### src/rtl/p1v_rst_pkg.sv
// Shared types and defaults for the host-side RTS reset-pulse generator.
// RTS_RETRIGGER_EN (optional) lets a new start extend or restart a running sequence.
package p1v_rst_pkg;

    typedef enum logic [1:0] {
        IDLE    = 2'd0,
        ASSERT  = 2'd1,
        HOLDOFF = 2'd2
    } rts_state_t;

    // 10 ms pulse and 50 ms hold-off at 160 MHz; both fit a 25-bit counter.
    localparam int RTS_PULSE_DEF   = 1_600_000;
    localparam int RTS_HOLDOFF_DEF = 8_000_000;
    localparam int RTS_CNT_W       = 25;

    // True when a cycle count is representable as an unsigned value of the given width.
    function automatic bit rts_fits(input int cycles, input int width);
        if (width >= 31) begin
            return 1'b1;
        end
        return cycles < (1 << width);
    endfunction

endpackage

### src/rtl/rts_sync.sv
// Two-flop synchronizer for the asynchronous host RTS line with a registered
// one-clock pulse on each synchronized falling edge.
module rts_sync (
    input  logic clock_160,
    input  logic inp_resn,
    input  logic i_host_rts,
    output logic o_fall
);

    logic r_meta;
    logic r_sync;
    logic r_prev;
    logic r_fall;

    // Flops reset to the idle-high level so releasing reset never looks like a falling edge.
    // NOTE: sequential state uses non-blocking assignments so every flop samples pre-edge values.
    always_ff @(posedge clock_160 or negedge inp_resn) begin
        if (!inp_resn) begin
            r_meta <= 1'b1;
            r_sync <= 1'b1;
            r_prev <= 1'b1;
            r_fall <= 1'b0;
        end else begin
            r_meta <= i_host_rts;
            r_sync <= r_meta;
            r_prev <= r_sync;
            r_fall <= r_prev & ~r_sync;
        end
    end

    assign o_fall = r_fall;

endmodule

### src/rtl/rts_pulse_gen.sv
// Timed active-low RTS pulse toward a Propeller target followed by a boot-listen hold-off.
// Build option: RTS_RETRIGGER_EN makes a start during ASSERT/HOLDOFF restart the pulse.
module rts_pulse_gen
    import p1v_rst_pkg::*;
#(
    parameter int PULSE_CYCLES   = RTS_PULSE_DEF,
    parameter int HOLDOFF_CYCLES = RTS_HOLDOFF_DEF,
    parameter int CNT_W          = RTS_CNT_W
) (
    input  logic clock_160,
    input  logic inp_resn,
    input  logic req,
    input  logic host_rts,
    output logic rts,
    output logic busy,
    output logic done,
    output logic ready
);

    if (PULSE_CYCLES < 1 || HOLDOFF_CYCLES < 1) begin : g_chk_min
        $error("rts_pulse_gen: PULSE_CYCLES and HOLDOFF_CYCLES must be at least 1");
    end
    if (!rts_fits(PULSE_CYCLES, CNT_W) || !rts_fits(HOLDOFF_CYCLES, CNT_W)) begin : g_chk_width
        $error("rts_pulse_gen: cycle counts must be below 2**CNT_W");
    end

    localparam logic [CNT_W-1:0] PULSE_LOAD   = CNT_W'(PULSE_CYCLES - 1);
    localparam logic [CNT_W-1:0] HOLDOFF_LOAD = CNT_W'(HOLDOFF_CYCLES - 1);

    rts_state_t       r_state;
    rts_state_t       w_state_nxt;
    logic [CNT_W-1:0] r_cnt;
    logic [CNT_W-1:0] w_cnt_nxt;
    logic             r_req;
    logic             w_fall;
    logic             w_start;
    logic             w_cnt_zero;
    logic             w_seq_end;

    logic             r_rts;
    logic             r_busy;
    logic             r_done;
    logic             r_ready;
    logic             w_rts_nxt;
    logic             w_busy_nxt;
    logic             w_done_nxt;
    logic             w_ready_nxt;

    rts_sync u_sync (
        .clock_160  (clock_160),
        .inp_resn   (inp_resn),
        .i_host_rts (host_rts),
        .o_fall     (w_fall)
    );

    // Both start sources are registered, so the FSM acts one clock after req is sampled.
    assign w_start    = r_req | w_fall;
    assign w_cnt_zero = (r_cnt == '0);

    always_ff @(posedge clock_160 or negedge inp_resn) begin
        if (!inp_resn) begin
            r_req   <= 1'b0;
            r_state <= IDLE;
            r_cnt   <= '0;
            r_rts   <= 1'b1;
            r_busy  <= 1'b0;
            r_done  <= 1'b0;
            r_ready <= 1'b0;
        end else begin
            r_req   <= req;
            r_state <= w_state_nxt;
            r_cnt   <= w_cnt_nxt;
            r_rts   <= w_rts_nxt;
            r_busy  <= w_busy_nxt;
            r_done  <= w_done_nxt;
            r_ready <= w_ready_nxt;
        end
    end

    // NOTE: every comb output gets a default first so no latch is inferred.
    always_comb begin
        w_state_nxt = r_state;
        w_cnt_nxt   = r_cnt;
        w_seq_end   = 1'b0;
        unique case (r_state)
            IDLE: begin
                if (w_start) begin
                    w_state_nxt = ASSERT;
                    w_cnt_nxt   = PULSE_LOAD;
                end
            end
            ASSERT: begin
                if (w_cnt_zero) begin
                    w_state_nxt = HOLDOFF;
                    w_cnt_nxt   = HOLDOFF_LOAD;
                end else begin
                    w_cnt_nxt = r_cnt - CNT_W'(1);
                end
`ifdef RTS_RETRIGGER_EN
                if (w_start) begin
                    w_state_nxt = ASSERT;
                    w_cnt_nxt   = PULSE_LOAD;
                end
`endif
            end
            HOLDOFF: begin
                if (w_cnt_zero) begin
                    w_state_nxt = IDLE;
                    w_seq_end   = 1'b1;
                end else begin
                    w_cnt_nxt = r_cnt - CNT_W'(1);
                end
`ifdef RTS_RETRIGGER_EN
                // On the final hold-off clock the window has fully elapsed and done
                // has already been shown; the restart then simply follows it.
                if (w_start) begin
                    w_state_nxt = ASSERT;
                    w_cnt_nxt   = PULSE_LOAD;
                end
`endif
            end
            default: begin
                w_state_nxt = IDLE;
                w_cnt_nxt   = '0;
            end
        endcase
    end

    // Outputs are registered from the next state; busy also covers the current
    // state so it drops one clock after ready rises.
    always_comb begin
        w_rts_nxt   = (w_state_nxt != ASSERT);
        w_busy_nxt  = (w_state_nxt != IDLE) || (r_state != IDLE);
        w_done_nxt  = (w_state_nxt == HOLDOFF) && (w_cnt_nxt == '0);
        w_ready_nxt = r_ready;
        if (w_seq_end && (w_state_nxt == IDLE)) begin
            w_ready_nxt = 1'b1;
        end
        if (w_state_nxt == ASSERT) begin
            w_ready_nxt = 1'b0;
        end
    end

    assign rts   = r_rts;
    assign busy  = r_busy;
    assign done  = r_done;
    assign ready = r_ready;

endmodule

### config.mk
export PLATFORM = sky130hd
export DESIGN_NAME = rts_pulse_gen
export DESIGN_NICKNAME = d
export VERILOG_FILES = /design/src/rtl/p1v_rst_pkg.sv /design/src/rtl/rts_sync.sv /design/src/rtl/rts_pulse_gen.sv
export SDC_FILE = /design/constraint.sdc
export NUM_CORES = 1
export LEC_CHECK = 0
export ABC_CLOCK_PERIOD_IN_PS = 6500
export BUFFER_PORTS_ARGS = -buffer_cell sky130_fd_sc_hd__buf_4
export CAP_MARGIN = 20
export CORE_MARGIN = 5
export CORE_UTILIZATION = 45
export CTS_BUF_LIST = sky130_fd_sc_hd__clkbuf_4 sky130_fd_sc_hd__clkbuf_8
export CTS_CLUSTER_DIAMETER = 60
export DETAILED_ROUTE_END_ITERATION = 16
export PLACE_DENSITY = 0.64
export SLEW_MARGIN = 20
export SYNTH_ARGS = -nofsm -noshare
export SYNTH_HDL_FRONTEND = slang
export SYNTH_SLANG_ARGS = --single-unit
### constraint.sdc
create_clock -name clock_160 -period 6.5 [get_ports clock_160]
set_clock_uncertainty 0.15 [all_clocks]
set_input_delay 0.975 -clock clock_160 [delete_from_list [all_inputs] [get_ports clock_160]]
set_output_delay 0.975 -clock clock_160 [all_outputs]
set_load 0.1 [all_outputs]
# ---- Yosys cells after proc, flatten, opt, wreduce, memory -nomap -nowiden
# Cells that the tools add are included.
dict set report classes {
  mux 12
  n_addsub 1
  eq_ne 5
  bitwise_logic 3
  n_reduce_logical 10
}
# operator n
set op_table {}
lappend op_table {{25-bit two-way mux} 3}
lappend op_table {{25-bit case mux with 3 select lines} 1}
lappend op_table {{25-bit logical NOT} 2}
lappend op_table {{25-bit by 1-bit subtractor with 25-bit output, second input constant} 1}
lappend op_table {{2-bit two-way mux} 3}
lappend op_table {{2-bit case mux with 3 select lines} 1}
lappend op_table {{2-bit nonzero test} 3}
lappend op_table {{2-bit by 1-bit == test with 1-bit output, second input constant} 2}
lappend op_table {{2-bit == test, second input constant} 2}
lappend op_table {{2-bit logical NOT} 2}
lappend op_table {{1-bit two-way mux} 4}
lappend op_table {{1-bit logical AND} 2}
lappend op_table {{2-bit by 1-bit != test with 1-bit output, second input constant} 1}
lappend op_table {{1-bit AND} 1}
lappend op_table {{1-bit logical OR} 1}
lappend op_table {{1-bit NOT} 1}
lappend op_table {{1-bit bitwise OR} 1}
dict set report totals {
  register_bits 36
  wordCells 42
  inputBits 4
  output_inout_bits 4
}

# ---- Logic depth before layout (Yosys ltp)
dict set report depth {
  depth_word 7
  depth_mapped 14
  mapped_depth_nobuf 13
}

# ---- Modules after synthesis
# A second synthesis with hierarchy kept.
dict set report hier_totals {
  cells_unflattened 270
  hier_area_um2 2373.5
}
# module cells_per_inst n_inst seq_area_each_um2 area_per_inst_um2
set by_module_without_submodules {}
lappend by_module_without_submodules {rts_pulse_gen 265 1 802.0 2255.9}
lappend by_module_without_submodules {rts_sync 5 1 103.8 117.6}

# ---- Least setup slack after synthesis
# No wires, ideal clock.
dict set report synth_timing {
  path_kind {register to register}
  startpoint {register r_cnt[14]}
  endpoint {register r_done (netlist: done)}
  path_buffers 2
  synth_period_minus_slack_ns 3.412
  stages_incl_launch_ff 14
  arrival_time_ns 3.194
  setup_ns 0.068
  setup_slack_ns 3.088
  required_ns 6.282
  path_cell_list {dfrtp_1 buf_2 nor4_1 nand4_1 nor3_4 inv_1 buf_6 ha_1 a21o_1 nor4b_2 nand4_1 or4_1 nor4_1 and4_1}
}
dict set report synth_between {
  elab_chain_len 5
  word_cells_on_any_way 12
  cone_classes {add/sub (1); eq/ne (1); mux (7); reduce/logical (3)}
}
# item line_no
set synth_lines {}
lappend synth_lines {{from (decl)} rts_pulse_gen.sv:32} ;# logic [CNT_W-1:0] r_cnt;
lappend synth_lines {{from (signal assigned)} rts_pulse_gen.sv:72} ;# r_cnt <= w_cnt_nxt;
lappend synth_lines {{25-bit by 1-bit subtractor with 25-bit output / 25-bit logical NOT (equally long branches)} {rts_pulse_gen.sv:97, rts_pulse_gen.sv:111, rts_pulse_gen.sv:58}}
lappend synth_lines {{25-bit two-way mux, or another cell as far along} rts_pulse_gen.sv:107} ;# if (w_cnt_zero) begin
lappend synth_lines {{25-bit case mux with 3 select lines / 2-bit case mux with 3 select lines (equally long branches)} rts_pulse_gen.sv:85} ;# unique case (r_state)
lappend synth_lines {{25-bit logical NOT / 2-bit == test (equally long branches)} rts_pulse_gen.sv:134} ;# w_done_nxt = (w_state_nxt == HOLDOFF) && (w_cnt_nxt == '0);
lappend synth_lines {{1-bit logical AND (*)} rts_pulse_gen.sv:134}
lappend synth_lines {{via w_done_nxt} rts_pulse_gen.sv:46} ;# logic w_done_nxt;
lappend synth_lines {{to (signal assigned)} rts_pulse_gen.sv:75} ;# r_done <= w_done_nxt;
lappend synth_lines {{to (decl)} rts_pulse_gen.sv:42} ;# logic r_done;
# Mark *: on every way through the listed nets, which the timed path passes. The rest lies on a longest branch.
# A chain may end at the register's enable or synchronous reset.

# ---- Final worst setup path
# Ends and elaborated chain as after synthesis.

==> summary.txt <==
Synth
  • Avg Cell Area, Syn: 9.16 sq um
  • Post-Syn Nets: 249
  • Top cells by area, synth: dfrtp_1 36%, dfstp_2 4.7%, nor2_1 4.1%
  • Library cells used by synthesis: 57
  • Yosys warns: 0
  • FF+latch count, synth: 36
  • Mapped Cells: 242
  • Mapped Area: 2220 sq um
  • Sequential element share of the synthesized area: 40.9%
  • Post-synth top area share: 36.1%
  • Ys flop type: dfrtp_1
  • Post-synth top cells: 32 x dfrtp_1, 24 x nor2_1, 16 x nand2_1
  • Most common cell in the netlist: dfrtp_1
  • Post-synth EDFFs: 0
  • FFs w/ async S/R, synth: 100%
  • Yosys top cell by area: dfrtp_1

Placement
  • Post-DP Area: 2270 sq um
  • Post-DP HPWL: 4110 um
  • GP Congestion: 0.883
  • Port Buffers: 7
  • Placed Cells: 305

Setup path
  • Arrival time at the worst endpoint: 4.30 ns
  • Critical path class: reg -> reg
  • Required @ worst endpoint: 6.58 ns
  • Crit path capture type: register
  • Worst-path fanout max: 19
  • Critical path launch point type: register

Clock network
  • Num Clock Sinks: 36
  • Hold Buf Count CTS: 0
  • Post-CTS setup buffers: 0
  • CTS max path bufs: 2
  • Worst-Skew Late Latency: 0.29 ns
  • Post-CTS resize count: 0
  • TritonCTS clock tree: yes
  • Number of buffers inserted during clock tree synthesis: 5
  • CTS root buffer: clkbuf_8
  • # H-tree levels: 2
  • Clock transition at path regs: 0.07 ns

Route
  • Post-detailed-routing wire length: 5750 um
  • DR vias: 1993
  • Vias per cell: 6.37
  • DRC: 0
  • Wl on met1: 2590 um
  • Initial DRC count: 209
  • Routed wl met2: 2580 um
  • Antenna Nets Post-Route: 0
  • Highest metal used: met4
  • Metal3 WL: 467 um
  • Wire per inst: 18.4 um
  • 1st-pass router iterations: 5

Floorplanning
  • Ports: 8
  • Row count: 25
  • Starting Density: 46.6%
  • Die width: 80.2 um
  • Placeable Area: 4750 sq um
  • Die H: 80.2 um
  • Die Area: 6430 sq um

STA
  • Setup violations, final: 0
  • Relative slew slack: 51.2%
  • Unrepaired setup endpoints after global routing: false
  • Post-route clock period utilization: 64.9%
  • Fin Setup TNS: 0 ns
  • Least-Margin Pin Slew: 0.727 ns
  • Minimum clock period: 4.22 ns
  • Max Fclk: 237 MHz
  • Hold Fails Final Rpt: 0
  • Max-slew violation count: 0

Power
  • VDD IR max: 111 uV
  • Total power: 646 uW
  • Leakage: 0.938 nW
  • Pwr Density: 271 nW/um^2

GRT
  • Largest net degree at the start of global routing: 37
  • Global-route usage over all layers: 19.6%
  • Vias in the first global route: 1850
  • Initial antenna violation count: 0
  • First-pass GRT wire length: 9600 um
  • Final global-route overflow total: 0

Worst hold path
  • Worst min-delay path category: reg -> reg

Job
  • Max Cap Viol: 0

Final layout
  • Final #Nets: 252
  • Layout cell share with drive strength beyond 1: 14.6%
  • Fin area: 2380 sq um
  • Final core occ: 50.1%
  • Post-Layout Cell Count: 313
  • Ant diodes: 0
  • Synthesis-to-finish area growth: 7.57%

Status
  • Outcome: finished, final reports clean
-- layer usage --
layer | vias to the layer above | global-route usage [%]
met5 | - | 0
met4 | 0 | 7.77
met3 | 11 | 4.26
met2 | 109 | 29.0
met1 | 960 | 27.8
li1 | 913 | -
-- metrics by stage --
step | setup WS, ns | hold WS, ns
final | 2.28 | 0.207
after global routing | 1.97 | 0.212
after CTS | 2.31 | 0.209
after detailed placement | 2.32 | 0.199
after global placement | 2.55 | 0.196
after floorplan | 3.09 | 0.195
-- final timing paths --
check,startpoint,endpoint,slack [ns],depth (start not counted)
hold / removal,u_sync.r_meta,u_sync.r_sync,0.21,0
max in group asynchronous,inp_resn,rts,5.37,1
setup reg to reg,r_cnt[14],done,2.28,11
setup / recovery,r_cnt[14],done,2.28,11
min in group asynchronous,inp_resn,r_cnt[17],0.48,1
hold reg to reg,u_sync.r_meta,u_sync.r_sync,0.21,0
-- power by group --
part	total [mW]	internal [mW]	leakage, nW	switching [mW]
clock network	0.198	0.118	0.0586	0.0801
logic	0.147	0.0711	0.445	0.0761
registers	0.301	0.255	0.435	0.0462
-- sequential cells by signal (all words and copies together), names as in the netlist --
| name | count |
|---|---|
| busy | 1 |
| ready | 1 |
| u_sync.r_meta | 1 |
| u_sync.r_prev | 1 |
| u_sync.r_sync | 1 |
| rts | 1 |
| r_cnt | 25 |
| done | 1 |
| r_state | 2 |
| r_req | 1 |
| u_sync.o_fall | 1 |
-- cells in the final DEF (no fill, tap or decap), drive strengths merged, types with 2 or more instances in the layout --
cell,instances
a21o,2
a21oi,9
a221oi,2
a31oi,6
and3,2
buf,7
clkbuf,6
clkinv,2
dfrtp,32
dfstp,4
ha,3
inv,10
mux2i,2
nand2,16
nand3,9
nand3b,2
nand4,3
nor2,24
nor3,13
nor4,9
nor4b,4
o211ai,6
o21a,3
o21ai,12
o221a,3
o221ai,2
o22ai,4
o31ai,3
o32ai,2
or2,6
or3,5
or4,3
xnor2,4
xor2,8
-- layout make-up --
class | instances | area [sq um]
Timing Repair Buffer | 7 | 52.6
Multi-Input combinational cell | 184 | 1190
Tap cell | 67 | 83.8
Fill cell | 464 | 2370
Inverter | 11 | 41.3
Clock buffer | 6 | 76.3
Clock inverter | 2 | 35.0
Sequential cell | 36 | 906
-- cell families (layout without fill, tap and decap cells) --
| group | after synthesis | after routing | synth area share, % |
|---|---|---|---|
| AOI/OAI and AO/OA | 65 | 65 | 20.7 |
| buffers and inverters | 22 | 26 | 5.76 |
| adders and majority gates | 3 | 3 | 1.69 |
| xor gates and xnor gates | 12 | 12 | 4.74 |
| muxes | 2 | 2 | 0.903 |
| and+or+nand+nor | 102 | 102 | 25.4 |
| DFF | 36 | 36 | 40.9 |
-- critical path: stages, from the launching register on --
cell and delay [ns]:
dfrtp_1 0.46, nor4_1 0.41, nand4_1 0.27, nor3_4 0.67
inv_1 0.36, ha_1 0.39, a21o_1 0.17, nor4b_2 0.25
nand4_1 0.13, or4_1 0.43, nor4_1 0.26, and4_1 0.21
(Power assumes the default switching activity.)
